## src/rtl/sqrt_dispatch_if.sv

```systemverilog
// rtl/sqrt_dispatch_if.sv - upstream, sqrt_int and downstream signals of sqrt_dispatch
interface sqrt_dispatch_if #(
    parameter int WIDTH = 8,
    parameter int DEPTH = 4
);
    localparam int CW = $clog2(DEPTH + 1);

    logic             in_valid;
    logic             in_ready;
    logic [WIDTH-1:0] in_data;
    logic             sq_start;
    logic [WIDTH-1:0] sq_rad;
    logic             sq_busy;
    logic             sq_valid;
    logic [WIDTH-1:0] sq_root;
    logic [WIDTH-1:0] sq_rem;
    logic             out_valid;
    logic             out_ready;
    logic [WIDTH-1:0] out_rad;
    logic [WIDTH-1:0] out_root;
    logic [WIDTH-1:0] out_rem;
    logic [CW-1:0]    count;

    modport slave (
        input  in_valid, in_data, sq_busy, sq_valid, sq_root, sq_rem, out_ready,
        output in_ready, sq_start, sq_rad, out_valid, out_rad, out_root, out_rem, count
    );

    modport master (
        output in_valid, in_data, sq_busy, sq_valid, sq_root, sq_rem, out_ready,
        input  in_ready, sq_start, sq_rad, out_valid, out_rad, out_root, out_rem, count
    );
endinterface

```

## src/rtl/sqrt_dispatch.sv

```systemverilog
// rtl/sqrt_dispatch.sv - radicand FIFO feeding one sqrt_int operation at a time
module sqrt_dispatch_fifo #(
    parameter int WIDTH = 8,
    parameter int DEPTH = 4,
    parameter int CW    = $clog2(DEPTH + 1)
) (
    input  logic             clk,
    input  logic             rst,
    input  logic             push,
    input  logic [WIDTH-1:0] wdata,
    input  logic             pop,
    output logic [WIDTH-1:0] rdata,
    output logic [CW-1:0]    count
);
    localparam int PW = $clog2(DEPTH);

    logic [WIDTH-1:0] mem [DEPTH];
    logic [PW-1:0]    wr_ptr;
    logic [PW-1:0]    rd_ptr;

    // Power-of-two depth lets the pointers wrap naturally.
    always_ff @(posedge clk or posedge rst) begin
        if (rst) begin
            wr_ptr <= '0;
            rd_ptr <= '0;
            count  <= '0;
        end else begin
            if (push) wr_ptr <= wr_ptr + PW'(1);
            if (pop)  rd_ptr <= rd_ptr + PW'(1);
            case ({push, pop})
                2'b10:   count <= count + CW'(1);
                2'b01:   count <= count - CW'(1);
                default: count <= count;
            endcase
        end
    end

    always_ff @(posedge clk) begin
        if (push) mem[wr_ptr] <= wdata;
    end

    assign rdata = mem[rd_ptr];
endmodule

module sqrt_dispatch #(
    parameter int WIDTH = 8,
    parameter int DEPTH = 4
) (
    input  logic         clk,
    input  logic         rst,
    sqrt_dispatch_if.slave bus
);
    localparam int CW = $clog2(DEPTH + 1);
    localparam logic [CW-1:0] FULL_COUNT = CW'(DEPTH);

    typedef enum logic [1:0] {S_IDLE, S_ISSUE, S_WAIT, S_HOLD} state_t;

    state_t           state;
    logic [CW-1:0]    count;
    logic [WIDTH-1:0] head;
    logic             push;
    logic             pop;
    logic             sq_start_r;
    logic [WIDTH-1:0] sq_rad_r;
    logic             out_valid_r;
    logic [WIDTH-1:0] out_rad_r;
    logic [WIDTH-1:0] out_root_r;
    logic [WIDTH-1:0] out_rem_r;

    assign bus.in_ready = (count < FULL_COUNT);
    assign push = bus.in_valid && bus.in_ready;
    assign pop  = (state == S_IDLE) && (count != '0) && !bus.sq_busy;

    sqrt_dispatch_fifo #(.WIDTH(WIDTH), .DEPTH(DEPTH), .CW(CW)) fifo (
        .clk   (clk),
        .rst   (rst),
        .push  (push),
        .wdata (bus.in_data),
        .pop   (pop),
        .rdata (head),
        .count (count)
    );

    // sq_valid only matters in S_WAIT, so stray results from an aborted op are dropped.
    always_ff @(posedge clk or posedge rst) begin
        if (rst) begin
            state       <= S_IDLE;
            sq_start_r  <= 1'b0;
            sq_rad_r    <= '0;
            out_valid_r <= 1'b0;
            out_rad_r   <= '0;
            out_root_r  <= '0;
            out_rem_r   <= '0;
        end else begin
            case (state)
                S_IDLE: begin
                    if (pop) begin
                        sq_rad_r   <= head;
                        sq_start_r <= 1'b1;
                        state      <= S_ISSUE;
                    end
                end
                S_ISSUE: begin
                    sq_start_r <= 1'b0;
                    state      <= S_WAIT;
                end
                S_WAIT: begin
                    if (bus.sq_valid) begin
                        out_rad_r   <= sq_rad_r;
                        out_root_r  <= bus.sq_root;
                        out_rem_r   <= bus.sq_rem;
                        out_valid_r <= 1'b1;
                        state       <= S_HOLD;
                    end
                end
                S_HOLD: begin
                    if (bus.out_ready) begin
                        out_valid_r <= 1'b0;
                        state       <= S_IDLE;
                    end
                end
                default: state <= S_IDLE;
            endcase
        end
    end

    assign bus.sq_start  = sq_start_r;
    assign bus.sq_rad    = sq_rad_r;
    assign bus.out_valid = out_valid_r;
    assign bus.out_rad   = out_rad_r;
    assign bus.out_root  = out_root_r;
    assign bus.out_rem   = out_rem_r;
    assign bus.count     = count;
endmodule

```

## src/flat_wrapper.sv

```systemverilog
// flat-port wrapper written by rule: the top's interface ports become plain ports
module sqrt_dispatch_flat 
#(
    parameter int WIDTH = 8,
    parameter int DEPTH = 4
)
  (clk, rst, bus_in_valid, bus_in_data, bus_sq_busy, bus_sq_valid, bus_sq_root, bus_sq_rem, bus_out_ready, bus_in_ready, bus_sq_start, bus_sq_rad, bus_out_valid, bus_out_rad, bus_out_root, bus_out_rem, bus_count);
  sqrt_dispatch_if #(.WIDTH(WIDTH), .DEPTH(DEPTH)) bus_i ();
  input  logic clk;
  input  logic rst;
  input wire logic [$bits(bus_i.in_valid)-1:0] bus_in_valid;
  input wire logic [$bits(bus_i.in_data)-1:0] bus_in_data;
  input wire logic [$bits(bus_i.sq_busy)-1:0] bus_sq_busy;
  input wire logic [$bits(bus_i.sq_valid)-1:0] bus_sq_valid;
  input wire logic [$bits(bus_i.sq_root)-1:0] bus_sq_root;
  input wire logic [$bits(bus_i.sq_rem)-1:0] bus_sq_rem;
  input wire logic [$bits(bus_i.out_ready)-1:0] bus_out_ready;
  output wire logic [$bits(bus_i.in_ready)-1:0] bus_in_ready;
  output wire logic [$bits(bus_i.sq_start)-1:0] bus_sq_start;
  output wire logic [$bits(bus_i.sq_rad)-1:0] bus_sq_rad;
  output wire logic [$bits(bus_i.out_valid)-1:0] bus_out_valid;
  output wire logic [$bits(bus_i.out_rad)-1:0] bus_out_rad;
  output wire logic [$bits(bus_i.out_root)-1:0] bus_out_root;
  output wire logic [$bits(bus_i.out_rem)-1:0] bus_out_rem;
  output wire logic [$bits(bus_i.count)-1:0] bus_count;
  assign bus_i.in_valid = bus_in_valid;
  assign bus_i.in_data = bus_in_data;
  assign bus_i.sq_busy = bus_sq_busy;
  assign bus_i.sq_valid = bus_sq_valid;
  assign bus_i.sq_root = bus_sq_root;
  assign bus_i.sq_rem = bus_sq_rem;
  assign bus_i.out_ready = bus_out_ready;
  assign bus_in_ready = bus_i.in_ready;
  assign bus_sq_start = bus_i.sq_start;
  assign bus_sq_rad = bus_i.sq_rad;
  assign bus_out_valid = bus_i.out_valid;
  assign bus_out_rad = bus_i.out_rad;
  assign bus_out_root = bus_i.out_root;
  assign bus_out_rem = bus_i.out_rem;
  assign bus_count = bus_i.count;
  sqrt_dispatch #(.WIDTH(WIDTH), .DEPTH(DEPTH)) u_core (.clk(clk), .rst(rst), .bus(bus_i));
endmodule
```

## config.mk

```make
export PLATFORM = sky130hd
export DESIGN_NAME = sqrt_dispatch_flat
export DESIGN_NICKNAME = d
export VERILOG_FILES = /design/src/rtl/sqrt_dispatch_if.sv /design/src/rtl/sqrt_dispatch.sv /design/src/flat_wrapper.sv
export SDC_FILE = /design/constraint.sdc
export NUM_CORES = 1
export LEC_CHECK = 0
export CORE_MARGIN = 8
export CORE_UTILIZATION = 54
export CTS_CLUSTER_DIAMETER = 50
export DETAILED_ROUTE_END_ITERATION = 8
export PLACE_DENSITY_LB_ADDON = 0.12
export SYNTH_ARGS = -nofsm -noshare
export SYNTH_HDL_FRONTEND = slang
export SYNTH_HIERARCHICAL = 1
export SYNTH_SLANG_ARGS = --single-unit
```

## constraint.sdc

```tcl
create_clock -name clk -period 5 [get_ports clk]
set_clock_uncertainty 0.2 [all_clocks]
set_input_delay 1 -clock clk [delete_from_list [all_inputs] [get_ports clk]]
set_output_delay 1 -clock clk [all_outputs]
set_load 0.02 [all_outputs]
```

==> results of run 1 <==
[worst min path at each step]
stage,to,slack (ns),cells past startpoint
CTS,u_core/bus.out_root[2],0.30,1
floorplan,u_core/fifo/wr_ptr[0],0.29,1
global placement,u_core/bus.out_rem[4],0.27,1
global route,u_core/bus.out_root[2],0.31,1
detailed placement,u_core/bus.out_root[2],0.28,1
finish,u_core/bus.out_rem[1],0.29,1
[sequential cells by signal, indices dropped and copies added, names as in the netlist, 2 cells and up]
register             count
u_core/bus.out_root      8
u_core/fifo/wr_ptr       2
u_core/bus.out_rad       8
u_core/fifo/mem         32
u_core/fifo/count        3
u_core/bus.out_rem       8
u_core/state             2
u_core/fifo/rd_ptr       2
u_core/bus.sq_rad        8
[cell usage in the layout (no fill, tap or decap), drive strengths merged]
cell type      instances
xor2                   4
nor3                   1
and2                   4
a21oi                  1
nor2                   1
clkbuf                11
nor4b                  1
o32a                   1
inv                   12
clkinvlp               1
mux2i                  1
mux4                   8
xnor2                  2
a2111oi                1
nor3b                  1
clkinv                 2
fa                     1
and2b                  1
a2bb2oi                1
nand2                  3
dfrtp                 43
ha                     9
buf                    2
o21ai                  4
bufinv                 2
clkdlybuf4s50         67
mux2                  33
edfxtp                32
nor2b                  2
[worst max-delay path: cells and delay by family]
kind                     cells  cell delay (ns)
XOR/XNOR                     2             0.31
buffers and inverters        3             0.81
adder cells (fa/ha/maj)      2             0.60
AND/OR/NAND/NOR              2             0.32
[cell usage after synthesis]
cell        n  area, µm²
o21ai_0     4      20.02
nor2_1      1      3.750
inv_1      12      45.04
edfxtp_1   32      960.9
mux2_4      9      135.1
nor4b_4     1      23.77
nor3_2      1      10.01
a2111oi_4   1      27.53
and2b_1     1      7.510
buf_2       3      15.01
nand2_1     3      11.26
mux2_2      4      45.04
ha_1        9      112.6
mux4_2      8      180.2
buf_6       2      22.52
o32a_1      1      10.01
nor2b_1     2      12.51
a2bb2oi_1   1      8.760
dfrtp_1    43       1076
xnor2_1     2      17.52
nor3b_2     1      12.51
mux2_1     20      225.2
xor2_1      4      35.03
a21oi_1     1      5.000
mux2i_1     1      10.01
fa_1        1      20.02
and2_1      4      25.02
[routing by layer]
metal | global-route usage [%] | vias up | share of wire, % | wire length, µm
met5 | 0 | - | 0 | 0
met3 | 5.926 | 8 | 8.1 | 459
met1 | 15.99 | 811 | 42 | 2409
met4 | 6.685 | 0 | 1.2 | 66
li1 | - | 776 | - | -
met2 | 23.05 | 54 | 48 | 2737
[cell families (layout without fill, tap and decap cells)]
kind of cell	Yosys count	count (layout)	synth area share, %
multiplexers	42	42	19.35
XOR/XNOR	6	6	1.707
buffers and inverters	17	97	2.683
AND/OR/NAND/NOR	14	14	3.455
AO/OA/AOI/OAI	8	8	2.317
flip-flops	75	75	66.18
adder cells (fa/ha/maj)	10	10	4.309
[area by class of cell]
class	instances	share of cell area (%)
Inverter	12	1.116
Tap cell	72	2.233
Sequential cell	75	50.48
Clock buffer	11	3.504
Clock inverter	5	1.922
Timing Repair Buffer	69	16.99
Multi-Input combinational cell	80	23.75
[power breakdown]
| group | internal, mW | leakage [nW] | switching (mW) |
|---|---|---|---|
| registers | 0.865 | 0.798 | 0.169 |
| clock network | 0.293 | 0.109 | 0.207 |
| logic | 0.598 | 0.711 | 0.493 |
==> metrics.yaml, run 1 <==
cts.sinks: 75
critPathSlowestCell: "clkdlybuf4s50_1"
design_area_mm2: 0.004035
timing.rr.end: "u_core/fifo/count[2]"
drc: 0
wirelength_mm: 5.673
critPathLaunch: "bus_sq_busy"
rsz0062_at_grt: "no"
finalNetCount: 287
whs_ns: 0.2920
post_dp_cell_area_mm2: 0.003816
hp-start: "u_core/bus.out_rem[1]"
cp.required_ns: 5.06
cts.clk_slew.worst_paths_ns: 0.07
multi_input_area_um2: 958.4
crit_end: "u_core/fifo/count[2]"
cts_buffers: 9
postCtsHoldBufs: 0
htreeDepth: 3
wl_per_cell_um: 17.51
rrSetupSlack_ns: 2.37
critical_path_arrival_ns: 3.03
synth.net_count: 212
start_util_pct: 55.90
die_h_um: 91.50
tightestPinTransition_ns: 0.9743
postSynthAreaPerCell_um2: 17.90
hold_viol_final: 0
drt-pass1-iter-count: 4
num_rows: 27
ios: 68
die-area_mm2: 0.008371
slew_headroom_pct: 34.89
yosys_warnings: 6
first_iter_violations: 56
ir_worst_vdd_mv: 0.3454
synthesis.area_mm2: 0.003078
worst_slack_ns: 2.027
cts_tree: "built"
hpwlAfterDp_mm: 4.155
min_period_ns: 2.973
synth_cells: 172
avgViaCountPerCell: 5.090
status: "finished, final reports clean"
dieWidth_um: 91.50
min_period_over_period_pct: 59.47
max_stage_delay_ns: 0.50
clock_latency_ns: 0.34
antenna_cells: 0
routabilityCongestion: 0.7072
place_inst: 308
antenna_found_initial: 0
grt_max_degree: 37
cpMostUsedCell: "xor2_1"
seqCellArea_mm2: 0.002037
grt_overflow_total: 0
post-route-util_pct: 73.28
maxCapViolations: 0
p_leak_nw: 1.618
coreArea_mm2: 0.005507
instances_no_fill: 324
post-cts-setup-buffers: 0
post_cts_resized: 0
path_cells: "clkdlybuf4s50_1 -> nor3b_2 -> buf_4 -> ha_1 -> inv_1 -> fa_1 -> xor2_1 -> nor2_1 -> xor2_1"
syn2layout_area_growth_pct: 31.10
cts_root_buffer: "clkbuf_8"
hold_class: "reg2reg"
clockBufferDepth: 2
synthDistinctLibCells: 27
drive_above_1_share_pct: 16.67
postRouteAntennaNets: 0
power_density_mw_per_mm2: 650.3
end_kind: "flop"
setup_violations: 0
power_mw: 2.624
synth.yosys.seq_area_share_pct: 66.18
r2r_cells: 10
grt_pass1_vias: 1809
maxSlewViolCount: 0
nFillCells: 354
vias: 1649
portBuffers: 67
track_usage_pct: 14.24
fmax_ghz: 0.3363
timing.rr.start: "u_core/state[0]"
start_kind: "primary input"
setup_tns_ns: 0
place_ws_ns: 1.679
crit_type: "in2reg"
ys_seq_elements: 75
grt_pass1_wl_mm: 9.280
cp_max_fo: 12
No activity file was read; power rests on OpenSTA's default activity.
==> run 2, diff against run 1 <==
CORE_UTILIZATION = 45   (was 54)
clock period = 2.6 ns   (was 5 ns; I/O delays follow)
==> metrics.yaml, run 2 (synthesis gave the netlist of run 1 again) <==
track_usage_pct: 11.59  # -2.7 points
setup_tns_ns: 0  # unchanged
cts_tree: "built"
htreeDepth: 3  # unchanged
maxCapViolations: 0  # unchanged
path_cells: "inv_1 -> ha_1 -> nor3b_2 -> ha_1 -> inv_1 -> fa_1 -> xor2_1 -> nor2_1 -> xor2_1"
place_ws_ns: 0.04097  # -1.638 ns
num_rows: 30  # +11%
timing.rr.end: "u_core/fifo/count[2]"
max_stage_delay_ns: 0.42  # -0.08 ns
clockBufferDepth: 2  # unchanged
cp_max_fo: 5  # -7
grt_pass1_wl_mm: 8.535  # -8.0%
ios: 68  # unchanged
antenna_cells: 0  # unchanged
antenna_found_initial: 0  # unchanged
drive_above_1_share_pct: 18.04  # +1.4 points
grt_pass1_vias: 1590  # -12%
timing.rr.start: "u_core/state[1]"
syn2layout_area_growth_pct: 32.52
worst_slack_ns: 0.2547  # -1.772 ns
start_kind: "flop"
finalNetCount: 290  # +1.0%
coreArea_mm2: 0.006719  # +22%
wirelength_mm: 5.401  # -4.8%
status: "finished, final reports clean"
cts_root_buffer: "clkbuf_8"
crit_end: "u_core/fifo/count[2]"
crit_type: "reg2reg"
start_util_pct: 45.81  # -10 points
crit_cells: 9  # unchanged
power_density_mw_per_mm2: 1243  # +91%
portBuffers: 67  # unchanged
cts.clk_slew.worst_paths_ns: 0.08  # about the same
cp.required_ns: 2.66  # -2.40 ns
rsz0062_at_grt: "no"
ir_worst_vdd_mv: 0.4168  # +21%
cts_buffers: 9  # unchanged
post-cts-setup-buffers: 0  # unchanged
p_leak_nw: 1.640  # +1.3%
fmax_ghz: 0.4264
regMostFlops: "u_core/fifo/mem"
largest_reg_flops: 32  # unchanged
nFillCells: 508  # +44%
setup_violations: 0  # unchanged
min_period_over_period_pct: 90.21
critPathBufInv: 2  # -1
avgViaCountPerCell: 4.907  # -3.6%
clock_latency_ns: 0.34  # about the same
postRouteAntennaNets: 0  # unchanged
min_period_ns: 2.345
critPathSlowestCell: "dfrtp_1"
dieWidth_um: 98.71  # +7.9%
end_kind: "flop"
vias: 1644  # -0.30%
die_h_um: 98.71  # +7.9%
final_common_cell: "clkdlybuf4s50_1"
post_cts_resized: 0  # unchanged
slew_headroom_pct: 60.63  # +26 points
routabilityCongestion: 0.6940  # -1.9%
drc: 0  # unchanged
cts.sinks: 75  # unchanged
critPathLaunch: "u_core/state[1]"
r2r_cells: 9  # -1
crit_family: "adder cells"
tightestPinTransition_ns: 0.5906  # -0.3837 ns
drt-pass1-iter-count: 4  # unchanged
critical_path_arrival_ns: 2.41  # -0.62 ns
final_cell_mix: "67 x clkdlybuf4s50_1, 43 x dfrtp_1, 32 x edfxtp_1"
rrSetupSlack_ns: 0.25  # -2.12 ns
grt_max_degree: 37  # unchanged
grt_overflow_total: 0  # unchanged
first_iter_violations: 46  # -18%
hold_viol_final: 0  # unchanged
hpwlAfterDp_mm: 3.864  # -7.0%
maxSlewViolCount: 0  # unchanged
postCtsHoldBufs: 0  # unchanged
wl_per_cell_um: 16.12  # -7.9%
hold_class: "in2async"
die-area_mm2: 0.009743  # +16%
## run 2: power by group
part	internal [mW]	switching [mW]	leakage [nW]
combinational	1.16	0.931	0.725
clock	0.557	0.452	0.116
sequential	1.66	0.313	0.798
## run 2: per-layer routing
layer	global-route usage, %	vias to the layer above	wire, µm
li1	-	781	-
met1	14.82	793	2641
met2	16.27	64	2304
met3	5.144	6	391
met4	5.667	0	63
met5	0	-	0
## run 2: worst min path at each step
stage                                  to                  start  cells past startpoint
global route        u_core/fifo/rd_ptr[0]                    rst                      2
global placement    u_core/bus.out_rad[4]  u_core/bus.out_rad[4]                      1
finish              u_core/fifo/rd_ptr[0]                    rst                      2
CTS                 u_core/fifo/rd_ptr[0]                    rst                      2
detailed placement  u_core/bus.out_rad[2]  u_core/bus.out_rad[2]                      1
floorplan            u_core/fifo/count[0]                    rst                      1
## run 2: worst register-to-register path, stage by stage (launching register included)
cell and delay [ns]:
dfrtp_1 0.42, inv_1 0.09, ha_1 0.26, nor3b_2 0.25
ha_1 0.21, inv_1 0.06, fa_1 0.37, xor2_1 0.15
nor2_1 0.11, xor2_1 0.15
## run 2: area by class of cell
cell class	instances	area [µm²]	area share, %
multi-input cells	80	958.4	23.50
flip-flops and latches	75	2037	49.94
inverters	12	45.04	1.104
clock buffers	9	123.9	3.037
clock inverters	7	106.4	2.607
repair buffers	72	708.2	17.36
well taps	80	100.1	2.454
## run 2: stage by stage
stage                     hold slack [ns]  utilization (%)  std cells  instance area, µm²  power [mW]
after floorplan                    0.1234                -        172                3078       3.248
after global placement             0.2727            57.28        319                3849       4.094
after detailed placement           0.2799            57.28        319                3849       4.132
after CTS                          0.2159            60.71        335                4079       5.156
after global routing               0.2424            60.71        335                4079       5.389
final                              0.2273            60.71        335                4079       5.068
==> run 3, diff against run 2 <==
CORE_UTILIZATION = 30   (was 45)
SKIP_LAST_GASP = 1   (was unset)
==> metrics.yaml, run 3 (synthesis gave the netlist of run 1 again) <==
cts.sinks: 75  # unchanged
pwr-share-comb_pct: 42.3  # +1.1 points
end_kind: "flop"
hold_class: "in2async"
finalNetCount: 292  # +0.69%
die-area_mm2: 0.01376  # +41%
min_period_ns: 2.240  # -0.1049 ns
ios: 68  # unchanged
antenna_found_initial: 0  # unchanged
cts_buffers: 9  # unchanged
postCtsHoldBufs: 0  # unchanged
wirelength_mm: 5.946  # +10%
largest_reg_flops: 32  # unchanged
slew_headroom_pct: 59.41  # -1.2 points
path_cells: "inv_1 -> ha_1 -> nor3b_2 -> ha_1 -> inv_1 -> fa_1 -> xor2_1 -> nor2_1 -> xor2_1"
power_density_mw_per_mm2: 1207  # -2.9%
crit_family: "adder cells"
power_mw: 4.988  # -1.6%
cp_max_fo: 4  # -1
hpwlAfterDp_mm: 4.307  # +11%
min_period_over_period_pct: 86.17  # -4.0 points
coreArea_mm2: 0.01014  # +51%
start_kind: "flop"
drive_above_1_share_pct: 18.68  # +0.64 points
dieWidth_um: 117.3  # +19%
critical_path_arrival_ns: 2.30  # -0.11 ns
grt_overflow_total: 0  # unchanged
routabilityCongestion: 0.6714  # -3.3%
post-route-util_pct: 40.78  # -20 points
drc: 0  # unchanged
crit_type: "reg2reg"
final_common_cell: "clkdlybuf4s50_1"
critPathSlowestCell: "dfrtp_1"
max_stage_delay_ns: 0.42  # about the same
cp.required_ns: 2.66  # about the same
drt-pass1-iter-count: 3  # -1
htreeDepth: 3  # unchanged
grt_pass1_vias: 1840  # +16%
setup_violations: 0  # unchanged
num_rows: 37  # +23%
worst_slack_ns: 0.3595  # +0.1049 ns
fmax_ghz: 0.4463  # +4.7%
clockBufferDepth: 2  # unchanged
rsz0062_at_grt: "no"
place_ws_ns: 0.03129  # -0.009683 ns
status: "finished, final reports clean"
cts_root_buffer: "clkbuf_8"
post_cts_resized: 0  # unchanged
ir_worst_vdd_mv: 0.3691  # -11%
syn2layout_area_growth_pct: 34.31
post-cts-setup-buffers: 0  # unchanged
start_util_pct: 30.36  # -15 points
hold_viol_final: 0  # unchanged
whs_ns: 0.2552  # +0.02797 ns
swShare_pct: 34.31  # +0.86 points
die_h_um: 117.3  # +19%
critPathBufInv: 2  # unchanged
grt_max_degree: 37  # unchanged
maxSlewViolCount: 0  # unchanged
grt_pass1_wl_mm: 9.722  # +14%
maxCapViolations: 0  # unchanged
p_int_mw: 3.277  # -2.9%
track_usage_pct: 9.353  # -2.2 points
regMostFlops: "u_core/fifo/mem"
postRouteAntennaNets: 0  # unchanged
first_iter_violations: 36  # -22%
switchingPower_mw: 1.711  # +0.95%
vias: 1693  # +3.0%
tightestPinTransition_ns: 0.6089  # +0.01827 ns
seqPwrFrac_pct: 39.8  # +0.9 points
portBuffers: 67  # unchanged
final_cell_mix: "67 x clkdlybuf4s50_1, 43 x dfrtp_1, 32 x edfxtp_1"
cts.clk_slew.worst_paths_ns: 0.08  # about the same
p_leak_nw: 1.626  # -0.82%
cts_tree: "built"
p_clk_share_pct: 17.9  # -2.0 points
antenna_cells: 0  # unchanged
clock_latency_ns: 0.34  # about the same
setup_tns_ns: 0  # unchanged
avgViaCountPerCell: 4.308  # -12%
wl_per_cell_um: 15.13  # -6.2%
[run 3: cell types whose count changed in the layout (fill, tap and decap cells not counted), sizes merged]
cell      before  now
clkinvlp       0    3
inv           15   14
buf            5    7
clkinv         2    1
bufinv         2    1
[run 3: final cells by class]
cell class	instances	area (µm²)
clock buffers	9	123.9
clock inverters	7	76.32
fillers	945	6005
inverters	12	45.04
multi-input cells	80	958.4
flip-flops and latches	75	2037
well taps	136	170.2
repair buffers	74	723.2
[run 3: final timing paths]
check                      slack [ns]                      to                    from  cells after the start
setup reg to reg                 0.36    u_core/fifo/count[2]         u_core/state[1]                      9
max in group asynchronous        1.44   u_core/bus.out_rad[6]                     rst                      3
hold / removal                   0.26   u_core/fifo/wr_ptr[1]                     rst                      2
hold reg to reg                  0.29  u_core/bus.out_root[4]  u_core/bus.out_root[4]                      1
setup / recovery                 0.36    u_core/fifo/count[2]         u_core/state[1]                      9
min in group clk                 0.29  u_core/bus.out_root[4]  u_core/bus.out_root[4]                      1
[run 3: worst register-to-register path: stages, from the launching register on]
cell,delay [ns]
dfrtp_1,0.42
inv_1,0.09
ha_1,0.16
nor3b_2,0.23
ha_1,0.22
inv_1,0.06
fa_1,0.37
xor2_1,0.15
nor2_1,0.11
xor2_1,0.15
[run 3: power groups by stage]
stage / Clock (mW) / Sequential [mW] / Combinational (mW)
5_1_grt: 0.979 / 2.06 / 2.28
3_3_place_gp: 0 / 2.02 / 2.14
2_1_floorplan: 0 / 2.27 / 0.978
6_report: 0.894 / 1.98 / 2.11
4_1_cts: 0.936 / 2.00 / 2.15
3_5_place_dp: 0 / 2.03 / 2.15
[run 3: through the flow]
step | cell area [µm²] | cells
2_1_floorplan | 3078 | 172
3_3_place_gp | 3934 | 377
3_5_place_dp | 3934 | 377
4_1_cts | 4134 | 393
5_1_grt | 4134 | 393
6_report | 4134 | 393
[run 3: routing by layer]
layer	global-route usage (%)	share of wire, %	wire length [µm]	vias up
li1	-	-	-	788
met1	11.63	46	2758	843
met2	14.66	45	2698	56
met3	3.386	7.2	431	6
met4	3.328	0.96	57	0
met5	0	0	0	-
